File: src/rtl/fa_pkg.sv
// -----------------------------------------------------------------------------
// fa_pkg
// Shared constants and types for the full adder slice.
//   A_IDX / B_IDX / CIN_IDX : bit positions of a, b, cin in the packed operand
//   SUM_IDX / COUT_IDX      : bit positions of sum, cout in the packed result
//   fa_in_t                 : packed operand {a, b, cin}
//   fa_out_t                : packed result  {cout, sum}
// -----------------------------------------------------------------------------
package fa_pkg;

   localparam int A_IDX    = 2;
   localparam int B_IDX    = 1;
   localparam int CIN_IDX  = 0;
   localparam int SUM_IDX  = 0;
   localparam int COUT_IDX = 1;

   typedef logic [2:0] fa_in_t;
   typedef logic [1:0] fa_out_t;

endpackage : fa_pkg

File: src/rtl/half_adder.sv
// -----------------------------------------------------------------------------
// half_adder
// One-bit half adder slice, purely combinational.
//   x, y : input operands
//   s    : sum   = x ^ y
//   c    : carry = x & y
// -----------------------------------------------------------------------------
module half_adder (
   input  logic x,
   input  logic y,
   output logic s,
   output logic c
);

   assign s = x ^ y;
   assign c = x & y;

endmodule : half_adder

File: src/rtl/full_adder.sv
// -----------------------------------------------------------------------------
// full_adder
// One-bit full adder built from two half adders, with an optional output
// register selected by OUTPUT_REG.
//   clk       : system clock, rising edge
//   rst       : synchronous, active-high reset
//   inputs    : operands {a, b, cin}
//   in_valid  : qualifies inputs
//   outputs   : result {cout, sum} = a + b + cin
//   out_valid : outputs hold a valid result
// OUTPUT_REG = 1 gives one cycle of latency; 0 gives a combinational path
// where out_valid = in_valid & ~rst and outputs ignore rst.
// -----------------------------------------------------------------------------
module full_adder
   import fa_pkg::*;
#(
   parameter bit OUTPUT_REG = 1'b1
) (
   input  logic       clk,
   input  logic       rst,
   input  logic [2:0] inputs,
   input  logic       in_valid,
   output logic [1:0] outputs,
   output logic       out_valid
);

   logic    w_s1;
   logic    w_c1;
   logic    w_sum;
   logic    w_c2;
   fa_out_t w_result;

   // First slice adds a and b; second folds in cin. The two carries can never
   // both be set, so an OR is enough to form cout.
   half_adder u_ha1 (
      .x (inputs[A_IDX]),
      .y (inputs[B_IDX]),
      .s (w_s1),
      .c (w_c1)
   );

   half_adder u_ha2 (
      .x (w_s1),
      .y (inputs[CIN_IDX]),
      .s (w_sum),
      .c (w_c2)
   );

   // NOTE: always_comb assigns a full default first so no latch can be
   // inferred if a bit is ever left unassigned on some path.
   always_comb begin
      w_result           = '0;
      w_result[SUM_IDX]  = w_sum;
      w_result[COUT_IDX] = w_c1 | w_c2;
   end

   generate
      if (OUTPUT_REG) begin : g_reg
         fa_out_t r_outputs;
         logic    r_out_valid;

         // NOTE: sequential state uses non-blocking assignments so every
         // register samples pre-edge values regardless of statement order.
         // Reset takes priority over in_valid; when idle the data register
         // holds, which also keeps X on idle inputs out of the result.
         always_ff @(posedge clk) begin
            if (rst) begin
               r_outputs   <= '0;
               r_out_valid <= 1'b0;
            end else if (in_valid) begin
               r_outputs   <= w_result;
               r_out_valid <= 1'b1;
            end else begin
               r_out_valid <= 1'b0;
            end
         end

         assign outputs   = r_outputs;
         assign out_valid = r_out_valid;
      end else begin : g_comb
         // Clock has no role on the combinational path.
         logic w_unused_clk;
         assign w_unused_clk = clk;

         assign outputs   = w_result;
         assign out_valid = in_valid & ~rst;
      end
   endgenerate

endmodule : full_adder

File: config.mk
export PLATFORM = sky130hd
export DESIGN_NAME = full_adder
export DESIGN_NICKNAME = d
export VERILOG_FILES = /design/src/rtl/fa_pkg.sv /design/src/rtl/half_adder.sv /design/src/rtl/full_adder.sv
export SDC_FILE = /design/constraint.sdc
export NUM_CORES = 1
export LEC_CHECK = 0
export BUFFER_PORTS_ARGS = -buffer_cell sky130_fd_sc_hd__buf_2
export CORE_AREA = 2 2 39 41
export CTS_CLUSTER_DIAMETER = 150
export DETAILED_ROUTE_END_ITERATION = 7
export DIE_AREA = 0 0 41 43
export GPL_ROUTABILITY_DRIVEN = 0
export PLACE_DENSITY = 0.37
export RECOVER_POWER = 100
export REMOVE_ABC_BUFFERS = 1
export SYNTH_ARGS = -nofsm -noshare
export SYNTH_HDL_FRONTEND = slang
export SYNTH_SLANG_ARGS = --single-unit
File: constraint.sdc
create_clock -name clk -period 2.3 [get_ports clk]
set_input_delay 0.46 -clock clk [delete_from_list [all_inputs] [get_ports clk]]
set_output_delay 0.46 -clock clk [all_outputs]
set_load 0.02 [all_outputs]
==> results.yml <==
run_status:
  outcome: "completed"
drt:
  drtIter0Drc: 2
  avgViaCountPerCell: 2.84
  firstDrtPassIters: 2
  routed_wl_um: 286
  ant_nets: 0
  vias: 105
  routedWlPerCell_um: 7.73
  drc: 0
sta:
  period_share_pct: 54.6
  worst_pin_slew_ns: 0.269
  finalSetupViolCount: 0
  clock_skew_ns: 0
  fin_setup_tns_ns: 0
  rsz0062_at_grt: "false"
  final-hold-violation-count: 0
  relSlewSlack_pct: 82.2
  finalCriticalPeriod_ns: 1.26
  fmax_mhz: 796
  finalMaxSlewViolations: 0
critical_path:
  startpoint_type: "flop"
  crit_path_end_kind: "output pin"
  cp_slowest_cell: "dfxtp_1"
  required_ns: 1.84
  regToRegStartpoint: "outputs[0]"
  worst-path-buf-inv: 1
  crit_type: "reg2out"
  worstPathArrival_ns: 0.80
  rrSetupSlack_ns: 1.72
  path_cells: "clkbuf_1"
  max_stage_delay_ns: 0.32
  rr_endpoint: "outputs[0]"
  cp.depth: 1
  r2r_cells: 2
  critical-path-top-delay-family: "flip-flops"
  path_max_fanout: 2
clocking:
  clock_path_buffers: 2
  htree_levels: 1
  clk_latency_ns: 0.23
  cts_resized: 0
  cts_root_buf: "clkbuf_4"
  hold_buffers: 0
  tritoncts: "yes"
  cts_sinks: 3
  clkSlewWorstSetupHoldPaths_ns: 0.04
  postCtsSetupBuffers: 0
  cts_made_buffers: 3
cells_and_area:
  diodes: 0
  fill_cells: 158
  layout.nets: 29
  drive_gt1_share_pct: 28.6
  post-route-util_pct: 14.0
  design_area_um2: 194
  syn2layout_area_growth_pct: 70.3
  fin_cells: 37
power:
  power.density_nw_per_um2: 873
  vdd_drop_max_uv: 274
  finalPower_uw: 169
  p_leak_uw: 0.0000825
worst_hold_path:
  hold_path_class: "in2reg"
  holdCritStartpoint: "rst"
  hold-path-cell-count: 2
  hold_end: "outputs[1]"
floorplan:
  coreArea_um2: 1380
  dieHeight_um: 43
  start_util_pct: 8.23
  die_w_um: 41
  die-area_um2: 1760
  ios: 9
  rows: 14
logic_synthesis:
  yosysSeqAreaShare_pct: 52.7
  avgSynthCellArea_um2: 12.7
  ys_ff_latch: 3
  synthCells: 9
  yosys_warnings: 0
  netlist_area_um2: 114
  synth_cell_type_count: 5
global_routing:
  grt_pass1_wl_um: 455
  grt_start_max_net_pins: 4
  grt_pass1_vias: 102
  grt_overflow_total: 0
  antenna_found_initial: 0
  grt_use_total_pct: 5.03
place:
  dpl_cell_area_um2: 174
  dp_cells: 33
  numPortBuffers: 8
job:
  timing.max_cap.violations: 0
registers in the layout, indices dropped and copies added, names as in the netlist:
signal     count
outputs        2
out_valid      1
layout by cell type, fill, tap and decap left out:
master,Yosys,final
buf_2,0,3
clkbuf_4,0,3
nor2b_1,1,1
fa_1,1,1
dfxtp_1,3,3
mux2i_1,2,2
clkbuf_1,0,6
nor2_1,2,2
per-stage QoR:
stage | worst slack [ns] | hold slack [ns]
after floorplan | 1.10 | 0.532
after global placement | 0.980 | 0.475
after detailed placement | 0.953 | 0.492
after CTS | 1.10 | 0.406
after global routing | 0.984 | 0.406
final | 1.04 | 0.417
report_power, final:
group / switching (uW) / leakage, uW / internal [uW]
Combinational: 12.3 / 0.0000426 / 8.58
Sequential: 1.65 / 0.0000249 / 56.2
Clock: 25.7 / 0.0000150 / 64.9
logic make-up after synthesis:
family / synth area share [%]
flip-flops: 52.7
AND/OR/NAND/NOR: 12.1
multiplexers: 17.6
adder cells (fa/ha/maj): 17.6
how the worst max path moves through the flow:
stage                    start    endpoint  slack, ns
finish              outputs[1]  outputs[1]       1.04
global route        outputs[1]  outputs[1]       0.98
CTS                 outputs[1]  outputs[1]       1.10
detailed placement   inputs[0]  outputs[0]       0.95
global placement     inputs[0]  outputs[0]       0.98
floorplan            inputs[0]  outputs[0]       1.10
cell type report:
type                            instances  area, um^2  area share, %
Timing Repair Buffer                    8        33.8           17.4
Clock buffer                            4        26.3           13.5
Multi-Input combinational cell          6        53.8           27.7
Tap cell                               16        20.0           10.3
Sequential cell                         3        60.1           31.0
per-layer routing:
layer	vias up	share of wire (%)	GRT usage [%]
met1	43	51	5.18
met2	9	24	2.50
met4	0	0	6.00
met5	-	0	0
met3	0	24	8.90
li1	53	-	-
synth_stat cells, drive strengths merged:
library cell	count	area share, %
dfxtp	3	53
nor2b	1	5.5
nor2	2	6.6
fa	1	18
mux2i	2	18
No activity file was read; power rests on OpenSTA's default activity.
